### src/rtl/multiword_adder_seq_if.sv
// Operand/result handshake bundle for the sequential multiword adder.
// The master side supplies operands and accepts results; the slave side is the adder.
interface multiword_adder_seq_if #(
   parameter int DATA_W = 128
);
   logic              in_valid;
   logic              in_ready;
   logic [DATA_W-1:0] a;
   logic [DATA_W-1:0] b;
   logic              cin;
   logic              out_valid;
   logic              out_ready;
   logic [DATA_W-1:0] sum;
   logic              cout;
   logic              overflow;
   logic              busy;

   modport master (
      output in_valid, a, b, cin, out_ready,
      input  in_ready, out_valid, sum, cout, overflow, busy
   );

   modport slave (
      input  in_valid, a, b, cin, out_ready,
      output in_ready, out_valid, sum, cout, overflow, busy
   );
endinterface

### src/rtl/multiword_adder_seq.sv
// Sequential wide adder: pushes N-bit slices through one carry-select adder, LSB first,
// chaining the carry through a register between slices.

module carry_select_adder #(
   parameter int N    = 32,
   parameter int SIZE = 4
) (
   input  logic [N-1:0] a,
   input  logic [N-1:0] b,
   input  logic         cin,
   output logic [N-1:0] sum,
   output logic         cout
);
   localparam int BLOCKS = N / SIZE;

   logic [BLOCKS:0] c;
   assign c[0] = cin;

   // Each block precomputes both carry-in cases; the incoming carry only selects.
   for (genvar g = 0; g < BLOCKS; g++) begin : g_blk
      logic [SIZE:0] r0;
      logic [SIZE:0] r1;
      assign r0 = {1'b0, a[g*SIZE +: SIZE]} + {1'b0, b[g*SIZE +: SIZE]};
      assign r1 = r0 + {{SIZE{1'b0}}, 1'b1};
      assign sum[g*SIZE +: SIZE] = c[g] ? r1[SIZE-1:0] : r0[SIZE-1:0];
      assign c[g+1]              = c[g] ? r1[SIZE]     : r0[SIZE];
   end

   assign cout = c[BLOCKS];
endmodule

// state | meaning
// IDLE  | waiting for operands, in_ready high
// RUN   | one slice per cycle through the CSLA, counter selects the slice
// DONE  | result held with out_valid until the consumer takes it
module multiword_adder_seq #(
   parameter int DATA_W = 128,
   parameter int N      = 32,
   parameter int SIZE   = 4
) (
   input  logic                  clk,
   input  logic                  rst,
   multiword_adder_seq_if.slave  bus
);
   localparam int SLICES = DATA_W / N;
   localparam int CNT_W  = (SLICES > 1) ? $clog2(SLICES) : 1;
   localparam logic [CNT_W-1:0] LAST = CNT_W'(SLICES - 1);

   typedef enum logic [1:0] {IDLE, RUN, DONE} state_t;

   state_t            state_q, state_d;
   logic [CNT_W-1:0]  cnt_q;
   logic              carry_q;
   logic [DATA_W-1:0] a_q, b_q, sum_q;
   logic              cout_q, ovf_q;

   logic              in_ready, out_valid, busy;
   logic              last_slice;
   logic [N-1:0]      csla_sum;
   logic              csla_cout;

   carry_select_adder #(.N(N), .SIZE(SIZE)) u_csla (
      .a    (a_q[cnt_q*N +: N]),
      .b    (b_q[cnt_q*N +: N]),
      .cin  (carry_q),
      .sum  (csla_sum),
      .cout (csla_cout)
   );

   assign last_slice = (cnt_q == LAST);

   always_ff @(posedge clk) begin
      if (rst) state_q <= IDLE;
      else     state_q <= state_d;
   end

   always_comb begin
      state_d   = state_q;
      in_ready  = 1'b0;
      out_valid = 1'b0;
      busy      = 1'b0;
      case (state_q)
         IDLE: begin
            in_ready = 1'b1;
            if (bus.in_valid) state_d = RUN;
         end
         RUN: begin
            busy = 1'b1;
            if (last_slice) state_d = DONE;
         end
         DONE: begin
            busy      = 1'b1;
            out_valid = 1'b1;
            if (bus.out_ready) state_d = IDLE;
         end
         default: state_d = IDLE;
      endcase
   end

   always_ff @(posedge clk) begin
      if (rst) begin
         cnt_q   <= '0;
         carry_q <= 1'b0;
         a_q     <= '0;
         b_q     <= '0;
         sum_q   <= '0;
         cout_q  <= 1'b0;
         ovf_q   <= 1'b0;
      end else begin
         case (state_q)
            IDLE: begin
               if (bus.in_valid) begin
                  a_q     <= bus.a;
                  b_q     <= bus.b;
                  carry_q <= bus.cin;
                  cnt_q   <= '0;
               end
            end
            RUN: begin
               sum_q[cnt_q*N +: N] <= csla_sum;
               carry_q             <= csla_cout;
               cnt_q               <= cnt_q + 1'b1;
               // The top slice carries the result MSB, so overflow is settled here.
               if (last_slice) begin
                  cout_q <= csla_cout;
                  ovf_q  <= (a_q[DATA_W-1] == b_q[DATA_W-1]) &&
                            (csla_sum[N-1] != a_q[DATA_W-1]);
               end
            end
            default: ;
         endcase
      end
   end

   assign bus.in_ready  = in_ready;
   assign bus.out_valid = out_valid;
   assign bus.busy      = busy;
   assign bus.sum       = sum_q;
   assign bus.cout      = cout_q;
   assign bus.overflow  = ovf_q & out_valid;
endmodule

### src/flat_wrapper.sv
// flat-port wrapper written by rule: the top's interface ports become plain ports
module multiword_adder_seq_flat 
#(
   parameter int DATA_W = 128,
   parameter int N      = 32,
   parameter int SIZE   = 4
)
  (clk, rst, bus_in_valid, bus_a, bus_b, bus_cin, bus_out_ready, bus_in_ready, bus_out_valid, bus_sum, bus_cout, bus_overflow, bus_busy);
  multiword_adder_seq_if #(.DATA_W(DATA_W)) bus_i ();
  input  logic clk;
  input  logic rst;
  input wire logic [$bits(bus_i.in_valid)-1:0] bus_in_valid;
  input wire logic [$bits(bus_i.a)-1:0] bus_a;
  input wire logic [$bits(bus_i.b)-1:0] bus_b;
  input wire logic [$bits(bus_i.cin)-1:0] bus_cin;
  input wire logic [$bits(bus_i.out_ready)-1:0] bus_out_ready;
  output wire logic [$bits(bus_i.in_ready)-1:0] bus_in_ready;
  output wire logic [$bits(bus_i.out_valid)-1:0] bus_out_valid;
  output wire logic [$bits(bus_i.sum)-1:0] bus_sum;
  output wire logic [$bits(bus_i.cout)-1:0] bus_cout;
  output wire logic [$bits(bus_i.overflow)-1:0] bus_overflow;
  output wire logic [$bits(bus_i.busy)-1:0] bus_busy;
  assign bus_i.in_valid = bus_in_valid;
  assign bus_i.a = bus_a;
  assign bus_i.b = bus_b;
  assign bus_i.cin = bus_cin;
  assign bus_i.out_ready = bus_out_ready;
  assign bus_in_ready = bus_i.in_ready;
  assign bus_out_valid = bus_i.out_valid;
  assign bus_sum = bus_i.sum;
  assign bus_cout = bus_i.cout;
  assign bus_overflow = bus_i.overflow;
  assign bus_busy = bus_i.busy;
  multiword_adder_seq #(.DATA_W(DATA_W), .N(N), .SIZE(SIZE)) u_core (.clk(clk), .rst(rst), .bus(bus_i));
endmodule
### config.mk
export PLATFORM = sky130hd
export DESIGN_NAME = multiword_adder_seq_flat
export DESIGN_NICKNAME = d
export VERILOG_FILES = /design/src/rtl/multiword_adder_seq_if.sv /design/src/rtl/multiword_adder_seq.sv /design/src/flat_wrapper.sv
export SDC_FILE = /design/constraint.sdc
export NUM_CORES = 1
export LEC_CHECK = 0
export CELL_PAD_IN_SITES_DETAIL_PLACEMENT = 1
export CELL_PAD_IN_SITES_GLOBAL_PLACEMENT = 2
export CORE_MARGIN = 5
export CORE_UTILIZATION = 27
export DETAILED_ROUTE_END_ITERATION = 8
export PLACE_DENSITY_LB_ADDON = 0.15
export SYNTH_ARGS = -nofsm -noshare
export SYNTH_HDL_FRONTEND = slang
export SYNTH_SLANG_ARGS = --single-unit
### constraint.sdc
create_clock -name clk -period 6.1 [get_ports clk]
set_input_delay 0.915 -clock clk [delete_from_list [all_inputs] [get_ports clk]]
set_output_delay 0.915 -clock clk [all_outputs]
set_load 0.05 [all_outputs]
# After elaboration in Yosys (flattened, before gate mapping)
# Cells that the tools add are included.
# Widths: inputs -> output; s select.
[classes] add_sub_neg=18 n_eq_ne=8 n_shift=4 mux=28 bitwise_logic=1 reduce_logical=8
[op_table] cell="$shiftx 128x8->32" count=2
[op_table] cell="$bwmux 128" count=1
[op_table] cell="$shift 32x34->128 const A" count=1
[op_table] cell="$shiftx 32x34->128" count=1
[op_table] cell="$add 4x4->5" count=8
[op_table] cell="$add 5x1->5 const B" count=8
[op_table] cell="$neg 7->34" count=1
[op_table] cell="$mux 4" count=8
[op_table] cell="$mux 1" count=12
[op_table] cell="$mux 2" count=4
[op_table] cell="$pmux 2 s3" count=1
[op_table] cell="$reduce_and 2->1" count=3
[op_table] cell="$eq 2x2->1 const B" count=2
[op_table] cell="$ne 2x2->1 const B" count=2
[op_table] cell="$pmux 2 s2" count=1
[op_table] cell="$reduce_and 3->1" count=1
[op_table] cell="$add 2x1->2 const B" count=1
[op_table] cell="$eq 2x1->1 const B" count=1
[op_table] cell="$logic_not 2->1" count=1
[op_table] cell="$ne 2x1->1 const B" count=1
[op_table] cell="$pmux 1 s2" count=1
[op_table] cell="$reduce_bool 2->1" count=1
[op_table] cell="$reduce_or 2->1" count=1
[op_table] cell="$and 1x1->1" count=1
[op_table] cell="3 further kinds" count=3
[word_totals] regBits=391 inputBits=261 wordCells=75

# Logic depth before layout (Yosys ltp)
[logic_depth] depth_word=13 mapped_depth=20 depth_no_buf=18

# Cells and area by module
# From an unflattened synthesis, not the netlist that was laid out.
[hier_totals] hier_cells=1844 hier_area_um2=16846.2
[modules_own_cells] mod="multiword_adder_seq" n_inst=1 cells_each=1630 area_each_um2=14958.1 seq_area_each_um2=7827.5
[modules_own_cells] mod="carry_select_adder" n_inst=1 cells_each=214 area_each_um2=1888.1 seq_area_each_um2=0.0

# Least setup slack after synthesis
# No wires, ideal clock.
[synth_timing] path_kind="reg2reg" start="register u_core.cnt_q[0]" end="register u_core.carry_q" setup_time_ns=0.132 arrival_ns=5.903 setup_slack_ns=0.065 path_stages_with_launch=20 period_less_slack_ns=6.035 path_cell_list="dfxtp_1 -> clkbuf_1 -> buf_1 -> buf_1 -> mux4_2 -> fa_1 -> ha_1 -> nor4bb_1 -> a211oi_1 -> or4_4 -> nand3_2 -> xor2_4 -> nand4_2 -> mux2_4 -> mux2i_2 -> mux2i_1 -> xnor2_1 -> or4_1 -> nand4_1 -> a21oi_1"
[synth_via] elab_chain_cells=12 elab_cells_between_ends=27
[synth_lines] item="start, declared" line="multiword_adder_seq.sv:52" text="logic [CNT_W-1:0] cnt_q;"
[synth_lines] item="start signal, assigned" line="multiword_adder_seq.sv:122" text="cnt_q <= cnt_q + 1'b1;"
[synth_lines] item="$shiftx 128x8->32 (on tied branches)" line="multiword_adder_seq.sv:63, multiword_adder_seq.sv:64"
[synth_lines] item="$add 4x4->5" line="multiword_adder_seq.sv:23" text="assign r0 = {1'b0, a[g*SIZE +: SIZE]} + {1'b0, b[g*SIZE +: SIZE]};"
[synth_lines] item="$add 5x1->5" line="multiword_adder_seq.sv:24" text="assign r1 = r0 + {{SIZE{1'b0}}, 1'b1};"
[synth_lines] item="$mux 1 (7 in a row)" line="multiword_adder_seq.sv:26" text="assign c[g+1] = c[g] ? r1[SIZE] : r0[SIZE];"
[synth_lines] item="$mux 1 *" line="multiword_adder_seq.sv:26"
[synth_lines] item="$pmux 1 s2 *" line="multiword_adder_seq.sv:110" text="case (state_q)"
[synth_lines] item="end signal, assigned" line="multiword_adder_seq.sv:115" text="carry_q <= bus.cin;"
[synth_lines] item="end signal, assigned" line="multiword_adder_seq.sv:121" text="carry_q <= csla_cout;"
[synth_lines] item="end, declared" line="multiword_adder_seq.sv:53" text="logic carry_q;"
# Mark *: on every way between the ends. The rest lies on a longest branch, timed or not.
# A chain may end at the register's enable or synchronous reset.

# Worst setup path in the final report
[layout_timing] start="register u_core.cnt_q[0]" end="register u_core.ovf_q"
[layout_via] elab_chain_cells=13 elab_cells_between_ends=30
[layout_lines] item="$shiftx 128x8->32 (on tied branches)" line="multiword_adder_seq.sv:63, multiword_adder_seq.sv:64"
[layout_lines] item="$add 4x4->5" line="multiword_adder_seq.sv:23"
[layout_lines] item="$add 5x1->5" line="multiword_adder_seq.sv:24"
[layout_lines] item="$mux 1 (7 in a row)" line="multiword_adder_seq.sv:26"
[layout_lines] item="$mux 4" line="multiword_adder_seq.sv:25" text="assign sum[g*SIZE +: SIZE] = c[g] ? r1[SIZE-1:0] : r0[SIZE-1:0];"
[layout_lines] item="$ne 1x1->1" line="multiword_adder_seq.sv:127" text="(csla_sum[N-1] != a_q[DATA_W-1]);"
[layout_lines] item="$logic_and 1x1->1" line="multiword_adder_seq.sv:126" text="ovf_q <= (a_q[DATA_W-1] == b_q[DATA_W-1]) &&"
[layout_lines] item="end signal, assigned" line="multiword_adder_seq.sv:126"
[layout_lines] item="end, declared" line="multiword_adder_seq.sv:55" text="logic cout_q, ovf_q;"
# Parallel ways exist; a longest one is shown, timed or not.

==> metrics.csv <==
metric,value,unit
setup_violations,0,
die_x,259,um
cts_made_buffers,46,
switching_power,3.12,mW
p_seq_share,35.9,%
avgSynthCellArea,8.73,um^2
fin_skew,0.0211,ns
combPwrFrac,32.3,%
worst_hold_path_type,flip-flop to flip-flop,
cts_tree,built,
critPathCaptureType,flip-flop,
drv_slew,0,
cts-root-buf,clkbuf_16,
syn_inst,1912,
final_core_util,37.1,%
first_pass_iters,5,
dpl-instance-area,0.0213,mm^2
tightest_slew,1.10,ns
finalHoldViolCount,0,
min_from,u_core.a_q[78],
yosysTopAreaCell,dfxtp_1,
synth-seq-area-share,46.9,%
clock_latency,0.57,ns
grt_overflow_total,0,
cts.clk_slew.worst_paths,0.06,ns
final_nets,2551,
rows,91,
die-area,0.0669,mm^2
timing.rr.start,u_core.cnt_q[0],
die_h,259,um
ys_top_cells_by_area,"dfxtp_1 47%, nand2_1 12%, a21oi_1 9.0%",
fin_crit,5.80,ns
wl_per_cell,20.6,um
status,"finished, final reports clean",
dp_hpwl,46.3,mm
viasPerCell,4.84,
synth_warnings,0,
start_kind,flip-flop,
clock_sinks,391,
clockBufferDepth,3,
drc_errors,0,
critPathArrivalTime,6.26,ns
leakage,8.47,nW
syn_nets,2230,
internal_power,5.52,mW
track_usage,18.1,%
synth_most_common_cell,nand2_1,
relSlewSlack,26.7,%
irDropWorstVdd,195,uV
clockPowerShare,31.8,%
fin_tns_setup,0,ns
h-tree-depth,2,
synth_area,0.0167,mm^2
cp_max_fo,14,
grt_max_degree,156,
synth_commonest_cells,"535 x nand2_1, 391 x dfxtp_1, 301 x a21oi_1, 165 x nor2_1, 130 x clkbuf_1",
p_per_area,378,mW/mm^2
areaGrowthSynthToFinish,36.9,%
ant_nets,0,
synth-edff-count,0,
synth-async-reset-ratio,0,%
fmax,0.173,GHz
maxCapViolations,0,
period_share,95.0,%
cts_hold_buf,0,
synth_cell_types,47,
post_cts_resized,0,
swShare,36.1,%
antenna_found_initial,3,
drt_iter0_markers,688,
hold_path_end,u_core.a_q[78],
reg2reg_depth,17,
drive_above_1_share,7.85,%
start_util,27.1,%
min_delay_path_depth,2,
reg2reg_to,u_core.ovf_q,
fin_area,0.0228,mm^2
rsz0062_at_grt,false,
yosysTopAreaCellShare,46.9,%
vias,14800,
drt-total-wl,63.0,mm
ys.flop_type,dfxtp_1,
post-cts-setup-buffers,0,
worst_ep_required_time,6.56,ns
io_pins,394,
core-area,0.0615,mm^2
grt_pass1_wl,94.9,mm
portBuffers,393,
path_class,flip-flop to flip-flop,
rrSetupSlack,0.30,ns
synth_seq_cells,391,
grt_pass1_vias,15700,
place_congestion,0.778,
## layout make-up
type / count / area [um^2]
Fill cell: 7036 / 38700
Clock inverter: 10 / 78.8
Tap cell: 790 / 988
Antenna cell: 1 / 2.50
Inverter: 9 / 33.8
Clock buffer: 73 / 1430
Sequential cell: 391 / 7840
Multi-Input combinational cell: 1368 / 8300
Timing Repair Buffer: 417 / 4160
## critical path, stage by stage, from the launching register on
cell and delay (ns):
dfxtp_4 0.50, buf_4 0.27, mux4_2 0.57, fa_1 0.62, ha_1 0.25, nor4bb_1 0.24
a211oi_1 0.14, or4_4 0.43, nand3_2 0.16, xor2_4 0.25, nand4_2 0.21, mux2_4 0.37
mux2i_2 0.24, mux2i_1 0.41, mux2i_1 0.15, xnor2_1 0.46, nor2_1 0.10, o31a_1 0.29
## how the worst max path moves through the flow
| stage | cells after the start | startpoint | to |
|---|---|---|---|
| after detailed placement | 17 | u_core.cnt_q[0] | u_core.ovf_q |
| final | 17 | u_core.cnt_q[0] | u_core.ovf_q |
| after global routing | 17 | u_core.cnt_q[0] | u_core.ovf_q |
| after CTS | 17 | u_core.cnt_q[0] | u_core.ovf_q |
| after global placement | 18 | u_core.cnt_q[0] | u_core.ovf_q |
| after floorplan | 19 | u_core.cnt_q[0] | u_core.carry_q |
## logic make-up (layout without fill, tap and decap cells)
kind of cell    Yosys count  in the layout  share of synthesized area [%]
flops                   391            391                           46.9
compound gates          435            435                           15.1
fa+ha+maj                57             57                           4.64
buf+inv                 153            509                           3.47
mux                      78             78                           9.55
simple gates            754            754                           17.9
other cells               0              1                              0
xor+xnor                 44             44                           2.42
## placed cells by master (no fill, tap or decap), types with 6 or more instances in the layout
cell type / netlist / routed
dfxtp_1: 391 / 389
xor2_1: 17 / 17
clkdlybuf4s50_1: 0 / 392
nand4_1: 10 / 10
ha_1: 49 / 49
fa_1: 8 / 8
a21oi_1: 301 / 301
inv_1: 9 / 9
a21o_1: 17 / 17
nand2_1: 535 / 534
clkbuf_16: 0 / 47
clkbuf_1: 130 / 10
nor2_1: 165 / 165
o31ai_1: 6 / 6
buf_4: 0 / 21
mux4_2: 64 / 64
clkbuf_8: 0 / 16
mux2i_1: 10 / 10
a22oi_1: 100 / 100
clkinv_2: 0 / 8
xnor2_1: 26 / 26
## power groups by stage
stage / clock network (mW) / registers, mW / logic, mW
after detailed placement: 0 / 3.16 / 2.84
after global routing: 2.95 / 3.14 / 3.09
final: 2.75 / 3.10 / 2.79
after global placement: 0 / 3.14 / 2.79
after floorplan: 0 / 3.20 / 1.72
after CTS: 2.85 / 3.10 / 2.85
## through the flow
step	worst slack, ns	hold slack [ns]	power (mW)	cells
global placement	0.386	0.440	5.93	2975
finish	0.304	0.452	8.64	3059
CTS	0.221	0.454	8.81	3058
global route	0.0106	0.467	9.17	3058
floorplan	0.0652	0.433	4.92	1912
detailed placement	0.206	0.446	5.99	2975
## sequential cells by signal, summed over array words and instances (netlist names)
name / flops
u_core.bus.sum: 128
u_core.b_q: 128
u_core.a_q: 128
u_core.bus.cout: 1
u_core.state_q: 2
u_core.ovf_q: 1
u_core.cnt_q: 2
u_core.carry_q: 1
## routing by layer
| layer | vias up | global-route usage, % | wire (um) |
|---|---|---|---|
| met4 | 2 | 3.82 | 1020 |
| met1 | 7257 | 25.8 | 30400 |
| met5 | - | 0 | 8 |
| li1 | 7174 | - | - |
| met3 | 73 | 3.43 | 2990 |
| met2 | 309 | 28.9 | 28600 |
(Power assumes the default switching activity.)
